$ cat config.mk
export PLATFORM = sky130hd
export DESIGN_NAME = fetch_decode_reg
export DESIGN_NICKNAME = d
export VERILOG_FILES = /design/src/rtl/fetch_decode_reg.sv
export SDC_FILE = /design/constraint.sdc
export NUM_CORES = 1
export LEC_CHECK = 0
export CORE_ASPECT_RATIO = 0.9
export CORE_UTILIZATION = 50
export DETAILED_ROUTE_END_ITERATION = 12
export PLACE_DENSITY = 0.8
export SYNTH_ARGS = -nofsm -noshare
export SYNTH_HDL_FRONTEND = slang
export SYNTH_SLANG_ARGS = --single-unit
$ cat constraint.sdc
create_clock -name clk -period 4.2 [get_ports clk]
set_input_delay 0.42 -clock clk [delete_from_list [all_inputs] [get_ports clk]]
set_output_delay 0.42 -clock clk [all_outputs]
set_load 0.005 [all_outputs]
$ cat src/rtl/fetch_decode_reg.sv
// Fetch->decode pipeline register with a one-entry skid buffer, a bubble on I-mem miss,
// flush of all held instructions, and a saturating count of bubble cycles.

package isa_pkg;
  parameter int XLEN = 32;
  parameter int ILEN = 32;

  typedef struct packed {
    logic            v;
    logic [XLEN-1:0] pc;
    logic [ILEN-1:0] instr;
  } slot_t;
endpackage

module fetch_decode_reg
  import isa_pkg::*;
#(
  parameter logic [ILEN-1:0] BUBBLE_INSTR = 32'h0000_0013,
  parameter int              CNT_W        = 32
) (
  input  logic             clk,
  input  logic             rst_n,
  input  logic [XLEN-1:0]  src_pc,
  input  logic [ILEN-1:0]  src_instr,
  input  logic             hazi_miss,
  input  logic             hazi_stall,
  input  logic             hazi_flush,
  output logic             hazo_stall,
  output logic             dst_valid,
  output logic [XLEN-1:0]  dst_pc,
  output logic [ILEN-1:0]  dst_instr,
  output logic [CNT_W-1:0] perfo_bubbles
);

  localparam logic [CNT_W-1:0] CNT_MAX = {CNT_W{1'b1}};

  slot_t            m_q;
  slot_t            s_q;
  logic [CNT_W-1:0] cnt_q;
  logic             accept;

  // The skid being occupied is the only thing that blocks fetch, so the stall to the
  // PC register comes straight from a flop.
  assign accept = !hazi_miss && !s_q.v;

  // NOTE: every state element, data fields included, gets a reset value so dst_pc is
  // deterministic from the first cycle; these are plain flops, not a memory array.
  always_ff @(posedge clk or negedge rst_n) begin
    if (!rst_n) begin
      m_q   <= '0;
      s_q   <= '0;
      cnt_q <= '0;
    end else begin
      // NOTE: non-blocking assignments throughout, so every branch below sees the
      // pre-edge values of m_q, s_q and cnt_q.
      if (!m_q.v && cnt_q != CNT_MAX) begin
        cnt_q <= cnt_q + 1'b1;
      end

      if (hazi_flush) begin
        m_q.v <= 1'b0;
        s_q.v <= 1'b0;
      end else if (!hazi_stall) begin
        if (s_q.v) begin
          m_q   <= s_q;
          s_q.v <= 1'b0;
        end else begin
          m_q.v <= accept;
          if (accept) begin
            m_q.pc    <= src_pc;
            m_q.instr <= src_instr;
          end
        end
      end else if (accept) begin
        // Decode is stalled: M holds even if it is a bubble, and the new pair waits in the skid.
        s_q.v     <= 1'b1;
        s_q.pc    <= src_pc;
        s_q.instr <= src_instr;
      end
    end
  end

  assign hazo_stall    = s_q.v;
  assign dst_valid     = m_q.v;
  assign dst_pc        = m_q.pc;
  assign dst_instr     = m_q.v ? m_q.instr : BUBBLE_INSTR;
  assign perfo_bubbles = cnt_q;

endmodule
==> reports/summary.txt <==
largest cells by area after synthesis: dfrtp_1, mux2_2, mux2i_1
CTS H-tree depth: 4
area of the multi-input gates: 2962 um^2
reg2reg setup slack: 1.98 ns
fraction of registers with async set/reset: 1.000
gr usage total: 0.2325
Fin Clk Skew: 0.006572 ns
Worst-Skew Late Latency: 0.42 ns
Die X: 130.0 um
CTS root buffer: clkbuf_16
Die ar.: 15240 um^2
Met3 Wirelength: 1405 um
setup bufs post-CTS: 0
Crit Reg-Reg Startpoint: perfo_bubbles[23]$_DFFE_PN0P_
crit-path cells: buf_4 -> and2_1 -> clkdlybuf4s50_1
#FFs+latches synth: 162
Pwr Density: 472.1 nW/um^2
Reg clk slew, reported paths: 0.06 ns
most numerous cell in the Yosys netlist: dfrtp_1
RSZ-0062 raised after global routing: false
largest net degree at the start of global routing: 130
number of diodes: 0
fin. max-slew vios: 0
share of post-route cells with drive strength above 1: 0.1421
post-route ant nets: 0
fin crit period: 2.522 ns
Fillers: 1102
Layout Nets: 838
Max Fanout on Critical Path: 29
DR vias: 5211
worst setup path category: reg2out
mapped cell area: 7375 um^2
num ports: 167
total grt overflow: 0
RD Place Congestion: 0.8684
Crit path buffers/inverters: 2
Data required, critical path: 3.78 ns
Post-synth top flop: dfrtp_1
RR Endpoint: perfo_bubbles[1]$_DFFE_PN0P_
Hold Violations, Final: 0
post-CTS resize count: 0
hold_buf cts: 0
fin util: 0.6791
core area: 14210 um^2
CP endpoint kind: output pin
DP HPWL: 10820 um
Syn Inst Count: 641
Syn Nets: 711
setup violators final: 0
maximum clock insertion buffer count: 2
Post-synth EDFFs: 0
Starting DRT DRC Count: 353
critical path endpoint: dst_instr[22]
VDD IR-drop max: 0.3175 mV
Seq/Total Area, Yosys: 0.5497
CP max stage cell: dfrtp_1
status: complete, no violations
DRC viols: 0
number of global-route vias before repair: 5388
Synth top area share: 0.5497
final WL: 16410 um
YS warnings: 0
Area Overhead vs Synth: 30.86%
Num CTS Buffers: 17
initial antenna violation count: 0
Static Leak: 4.010 nW
# rows: 41
crit path from: dst_valid$_DFFE_PN0N_
Die Ht: 117.2 um
number of distinct library cells after synthesis: 37
CP arrival: 2.10 ns
Wirelength per Cell: 16.84 um
CP startpoint kind: flip-flop
final worst path period share: 0.6005
CP delay by family, top: buffers and inverters
top layer in use: met4
Worst Hold Class: in2async
drt first pass iters: 5
Commonest cells post-synth: dfrtp_1, nand2_1, o21ai_0
Syn Area/Cell: 11.50 um^2
CTS tree: yes
Max-Cap Viols: 0
Critical Path Max Stage Delay: 0.60 ns
Reg area: 4058 um^2
cell count along the critical path: 3
Clock Sinks: 162
Via-to-Cell Ratio: 5.350
worst reg2reg path depth: 5
first-pass GRT wire length: 26760 um
area leader, netlist: dfrtp_1
Setup Total Neg Slack: 0 ns
Slew HR: 0.2467
metal2 WL: 7932 um
Starting Density: 0.5190
Least-Margin Pin Slew: 1.130 ns
FMAX: 396.5 MHz
Met1 Routed Length: 6907 um
# port buffers: 166
stage by stage:
| step | cells | total power, mW | hold WS (ns) | cell area [um^2] | setup slack [ns] |
|---|---|---|---|---|---|
| final | 974 | 4.556 | 0.05369 | 9651 | 1.678 |
| after detailed placement | 942 | 2.830 | 0.4632 | 8976 | 1.620 |
| after global routing | 974 | 4.786 | 0.1210 | 9651 | 1.538 |
| after floorplan | 641 | 2.454 | 0.1244 | 7375 | 2.382 |
| after global placement | 942 | 2.778 | 0.4545 | 8976 | 1.674 |
| after CTS | 974 | 4.595 | 0.1147 | 9651 | 1.615 |
placed cells by master, fill, tap and decap left out, types with 16 or more instances in the layout:
master,synthesis,final
and2_1,31,31
clkbuf_16,0,17
clkdlybuf4s50_1,0,165
dfrtp_1,162,161
mux2_2,65,65
mux2i_1,64,64
nand2_1,78,78
nand3_1,16,16
o21ai_0,66,66
xnor2_1,20,20
logic make-up after synthesis:
logic type               share of synthesized area
AO/OA/AOI/OAI                              0.05039
XOR/XNOR                                   0.03207
adder cells (fa/ha/maj)                   0.001696
buffers and inverters                      0.05022
flip-flops                                  0.5497
multiplexers                                0.1861
AND/OR/NAND/NOR                             0.1298
how the worst min path moves through the flow:
| stage | from | end | slack (ns) | depth (start not counted) |
|---|---|---|---|---|
| 5_1_grt | rst_n | perfo_bubbles[12]$_DFFE_PN0P_ | 0.12 | 1 |
| 2_1_floorplan | rst_n | dst_pc[0]$_DFFE_PN0P_ | 0.12 | 0 |
| 6_report | rst_n | perfo_bubbles[14]$_DFFE_PN0P_ | 0.05 | 1 |
| 4_1_cts | rst_n | perfo_bubbles[14]$_DFFE_PN0P_ | 0.11 | 1 |
| 3_5_place_dp | m_q[12]$_DFFE_PN0P_ | m_q[12]$_DFFE_PN0P_ | 0.46 | 2 |
| 3_3_place_gp | m_q[31]$_DFFE_PN0P_ | m_q[31]$_DFFE_PN0P_ | 0.45 | 2 |
per-layer routing:
metal,vias to the layer above,GRT usage
met2,186,0.3832
met4,0,0.06512
met1,2552,0.2867
met3,13,0.08864
met5,-,0
li1,2460,-
worst register-to-register path: stages, from the launching register on:
cell and delay, ns:
dfrtp_1 0.47, nand4_1 0.22, nor4_2 0.60, a31oi_1 0.27, buf_4 0.26, mux2_2 0.29
flip-flops by register name, summed over array words and instances (netlist names):
signal and cells:
m_q 32, dst_pc 32, s_q 64, perfo_bubbles 32, dst_valid 1, hazo_stall 1
power by group:
group / total, mW / internal (mW) / switching [mW]
sequential: 2.03 / 1.84 / 0.187
clock: 1.76 / 1.13 / 0.626
combinational: 0.768 / 0.469 / 0.299
total: 4.56 / 3.44 / 1.11
final cells by class:
cell class,instances,area share
clock buffer,18,0.04551
clock inverter,14,0.02437
inverter,2,0.0007779
multi-input combinational,413,0.3069
sequential,162,0.4205
tap,193,0.02502
timing repair buffer,172,0.1770
Power figures use the tool's default switching activity.
==> edit 1 (same flow settings) <==
Set the parameter `CNT_W` to 36 (it was 32).
--- a/src/rtl/fetch_decode_reg.sv
+++ b/src/rtl/fetch_decode_reg.sv
@@ -16,7 +16,7 @@
   import isa_pkg::*;
 #(
   parameter logic [ILEN-1:0] BUBBLE_INSTR = 32'h0000_0013,
-  parameter int              CNT_W        = 32
+  parameter int              CNT_W        = 36
 ) (
   input  logic             clk,
   input  logic             rst_n,
Ports: changed (resized perfo_bubbles); port bits go from 167 to 171. The function was not compared with the original's and may differ.
==> edit 1 against the original RTL <==
Area after synthesis increased by 2.2%. Cell area increased by 0.89%. Sequential cell count increased by 4. Largest power group unchanged. Clock skew increased by 3.6 ps. Core utilization decreased by 1.7 points. Critical path type is now register to register. Via count increased by 1.9%. Routed wire length increased by 0.32%. Sequential share of layout area increased by 0.66 points. Cell count increased by 2.0%. Worst setup slack improved by 170 ps. Power decreased by 3.7%. Combinational power increased by 2%.
==> edit 1: results (changes against the original RTL) <==
| Quantity | Value | vs unedited |
|---|---|---|
| Slack of the worst reg-to-reg path | 1840 ps | -140 ps |
| Met3 routed WL | 1120 µm | -20% |
| Total Routing Usage GR | 22.28% | -0.97 points |
| Leading post-synthesis cells by instance count | 166 x sky130_fd_sc_hd__dfrtp_1, 77 x sky130_fd_sc_hd__nand2_1, 67 x sky130_fd_sc_hd__o21ai_0, 66 x sky130_fd_sc_hd__mux2_2, 64 x sky130_fd_sc_hd__mux2i_1 |  |
| Number of non-clock buffers | 174 | +1.2% |
| Leakage power of the design | 0.004074 µW | +1.6% |
| Synthesized netlist net count | 725 | +2.0% |
| Outcome | completed |  |
| Slew Limit Headroom | 22.44% | -2.2 points |
| Fraction of met1 tracks used by global routing | 29.81% | +1.1 points |
| Count of inverters not on the clock network in the layout | 5 | +3 |
| Fin Clk Skew | 10.19 ps | +3.619 ps |
| Final #Nets | 852 | +1.7% |
| Number of buffers added on ports | 170 | +2.4% |
| Length of the first detailed-routing pass in iterations | 4 | -1 |
| Routability-driven placement congestion ratio | 0.8854 | +2.0% |
| Count of distinct cell types in the synthesized netlist | 35 | -5.4% |
| Metal-1 WL | 7399 µm | +7.1% |
| Sw Share | 25.42% | +0.99 points |
| Clock Sinks | 166 | +2.5% |
| Detailed router's first-iteration violation count | 376 | +6.5% |
| Share of layout cells above drive strength 1 | 13.58% | -0.63 points |
| Final HPWL DP | 10,790 µm | -0.25% |
| Total cell area at the placement stage | 9159 µm² | +2.0% |
| Global-route track usage on met3 | 7.250% | -1.6 points |
| Endpoint of the worst register-to-register path | perfo_bubbles[34] |  |
| Top cells by area in the synthesized netlist | sky130_fd_sc_hd__dfrtp_1 55%, sky130_fd_sc_hd__mux2_2 9.9%, sky130_fd_sc_hd__mux2i_1 8.5% |  |
| Sequential portion of the cell area | 42.70% | +0.66 points |
[edit 1: cell types whose count changed in the layout (fill, tap and decap cells not counted), sizes merged, moves of 5 or more]
cell,change
xnor2,-6
clkbuf,+5
xor2,+11
nand3,-7
nor3,+7
and3,-5
nor2,+5
[edit 1: cell families (layout without fill, tap and decap cells)]
logic type      count (synthesis)  in the layout  share of synthesized area [%]
fa+ha+maj                       1              1                         0.1660
simple gates                  184            184                          12.42
xor+xnor                       32             32                          3.718
flops                         166            166                          55.11
compound gates                 71             71                          4.864
mux                           130            130                          18.36
buf+inv                        71            211                          5.362
[edit 1: metrics by stage]
step	instances	util, %	worst slack (ps)	total power (µW)	hold WS (ps)
2_1_floorplan	655	-	2068	2509	124.4
3_3_place_gp	961	62.24	1746	2837	455.9
3_5_place_dp	961	62.24	1679	2892	467.9
4_1_cts	993	66.17	1848	4422	200.8
5_1_grt	993	66.17	1685	4595	255.2
6_report	993	66.17	1845	4387	142.6
==> edit 2 (config.mk and constraints unchanged) <==
Made on the original files. Reset style: synchronous (`rst_n`), changed in one clocked block.
--- a/src/rtl/fetch_decode_reg.sv
+++ b/src/rtl/fetch_decode_reg.sv
@@ -45,7 +45,7 @@
 
   // NOTE: every state element, data fields included, gets a reset value so dst_pc is
   // deterministic from the first cycle; these are plain flops, not a memory array.
-  always_ff @(posedge clk or negedge rst_n) begin
+  always_ff @(posedge clk) begin
     if (!rst_n) begin
       m_q   <= '0;
       s_q   <= '0;
Function: differs if rst_n is asserted again (counterexample within 4 cycles, from zero or initial values and one cycle with rst_n low); with rst_n held inactive, the same outputs for 4 cycles.
==> edit 2 against the original RTL <==
Core utilization increased by 0.50 points. Synthesized cell count increased by 31%. Clock skew increased by 0.55 ps. Cell area decreased by 3.5%. Routed wire length increased by 1.5%. Sequential cell count unchanged. Area after synthesis decreased by 3.4%. Global-route usage increased by 0.053 points. Worst setup slack improved by 14 ps. Highest routed layer unchanged.
Power is not compared: it rests on default switching activity, and its combinational part moved more than twofold at a synthesized area within 25%.
==> edit 2: results (changes against the original RTL) <==
| Quantity | Value | vs unedited |
|---|---|---|
| Vias in the first global route | 5,368 | -0.37% |
| Detailed router's first-iteration violation count | 372 | +5.4% |
| Arrival time reported for the critical path endpoint | 2860 ps | +760 ps |
| Vias per inst | 5.254 | -1.8% |
| Top cells by area in the synthesized netlist | sky130_fd_sc_hd__dfxtp_1 46%, sky130_fd_sc_hd__mux2i_1 11%, sky130_fd_sc_hd__nand2_1 8.2% |  |
| Worst R2R Path Depth | 6 | +1 |
| Final HPWL DP | 10,330 µm | -4.6% |
| Max FFs per register | 64 | unchanged |
| Final #Nets | 1,010 | +21% |
| Critical-path maximum fanout | 14 | -52% |
| Length of the first detailed-routing pass in iterations | 4 | -1 |
| Worst Hold Class | register to register |  |
| Global-route wire length before repair | 27,000 µm | +0.90% |
| Synthesized netlist net count | 909 | +28% |
| Post-synthesis sequential area ratio | 45.55% | -9.4 points |
| Pin count of the biggest net entering global routing | 129 | -0.77% |
| Outcome | completed |  |
| Async set-or-reset flop fraction in the synthesized netlist | 0% | -100 points |
| Worst hold path stage count | 2 |  |
| Fin Clk Skew | 7.126 ps | +0.5540 ps |
| Number of buffers added on ports | 166 | unchanged |
| Slowest CP cell | sky130_fd_sc_hd__a31oi_1 |  |
| Register with the highest flop count | s_q |  |
| Total Routing Usage GR | 23.30% | +0.053 points |
| Max stage delay on crit path | 870 ps | +270 ps |
| Leading post-synthesis cells by instance count | 162 x sky130_fd_sc_hd__dfxtp_1, 155 x sky130_fd_sc_hd__nand2_1, 84 x sky130_fd_sc_hd__nor2_1, 78 x sky130_fd_sc_hd__mux2i_1, 69 x sky130_fd_sc_hd__a21oi_1 |  |
| Count of distinct cell types in the synthesized netlist | 36 | -2.7% |
| Routability-driven placement congestion ratio | 0.8086 | -6.9% |
| Avg WL per Cell | 14.58 µm | -13% |
| Share of layout cells above drive strength 1 | 5.037% | -9.2 points |
| Cell at the root of the clock tree | sky130_fd_sc_hd__clkbuf_16 |  |
| Slew @ Worst Pin | 1146 ps | +15.83 ps |
==> edit 2: power breakdown <==
group / leakage [µW] / internal (µW) / total (µW) / switching [µW]
clock network: 0.000319 / 1120 / 1710 / 598
logic: 0.00155 / 165 / 316 / 151
registers: 0.00132 / 1590 / 1630 / 32.7
total: 0.00318 / 2880 / 3660 / 781
==> edit 2: area by class of cell <==
| type | instances | area (µm²) |
|---|---|---|
| timing repair buffer | 176 | 1749 |
| tap | 189 | 236.5 |
| multi-input combinational | 581 | 3408 |
| clock inverter | 9 | 175.2 |
| inverter | 2 | 10.01 |
| clock buffer | 23 | 488.0 |
| sequential | 162 | 3247 |
| fill | 1100 | 4299 |
==> edit 2: worst paths after layout <==
path	slack, ps	startpoint	endpoint
max	1690	perfo_bubbles[0]	perfo_bubbles[19]
min	450	s_q[34]	s_q[34]
max reg2reg	1690	perfo_bubbles[0]	perfo_bubbles[19]
min reg2reg	450	s_q[34]	s_q[34]
==> edit 2: through the flow <==
stage	cells	power, µW	hold WS (ps)	instance area, µm²	setup WS, ps
2_1_floorplan	839	1838	436.0	7121	2112
4_1_cts	1142	3689	454.3	9314	1742
6_report	1142	3658	452.7	9314	1692
5_1_grt	1142	3802	465.4	9314	1498
3_3_place_gp	1110	1970	440.8	8651	1423
3_5_place_dp	1110	1975	446.3	8651	1389
==> edit 2: kinds of logic after synthesis <==
group	share of synthesized area, %
AND/OR/NAND/NOR	21.89
flip-flops	45.55
AO/OA/AOI/OAI	13.07
buffers and inverters	6.748
multiplexers	10.96
XOR/XNOR	1.599
adder cells (fa/ha/maj)	0.1757
==> edit 2: critical path: cells and delay by family, from the launching register on <==
kind            cells  cell delay (ps)
flops               1              360
compound gates      1              870
mux                 1              180
simple gates        3              800
fa+ha+maj           1              240
==> edit 2: routing by layer <==
| metal | vias up | track usage (%) | share of wire [%] |
|---|---|---|---|
| li1 | 3054 | - | - |
| met1 | 2798 | 31.33 | 48 |
| met2 | 137 | 36.38 | 46 |
| met3 | 11 | 6.468 | 5.1 |
| met4 | 0 | 7.294 | 0.89 |
| met5 | - | 0 | 0 |
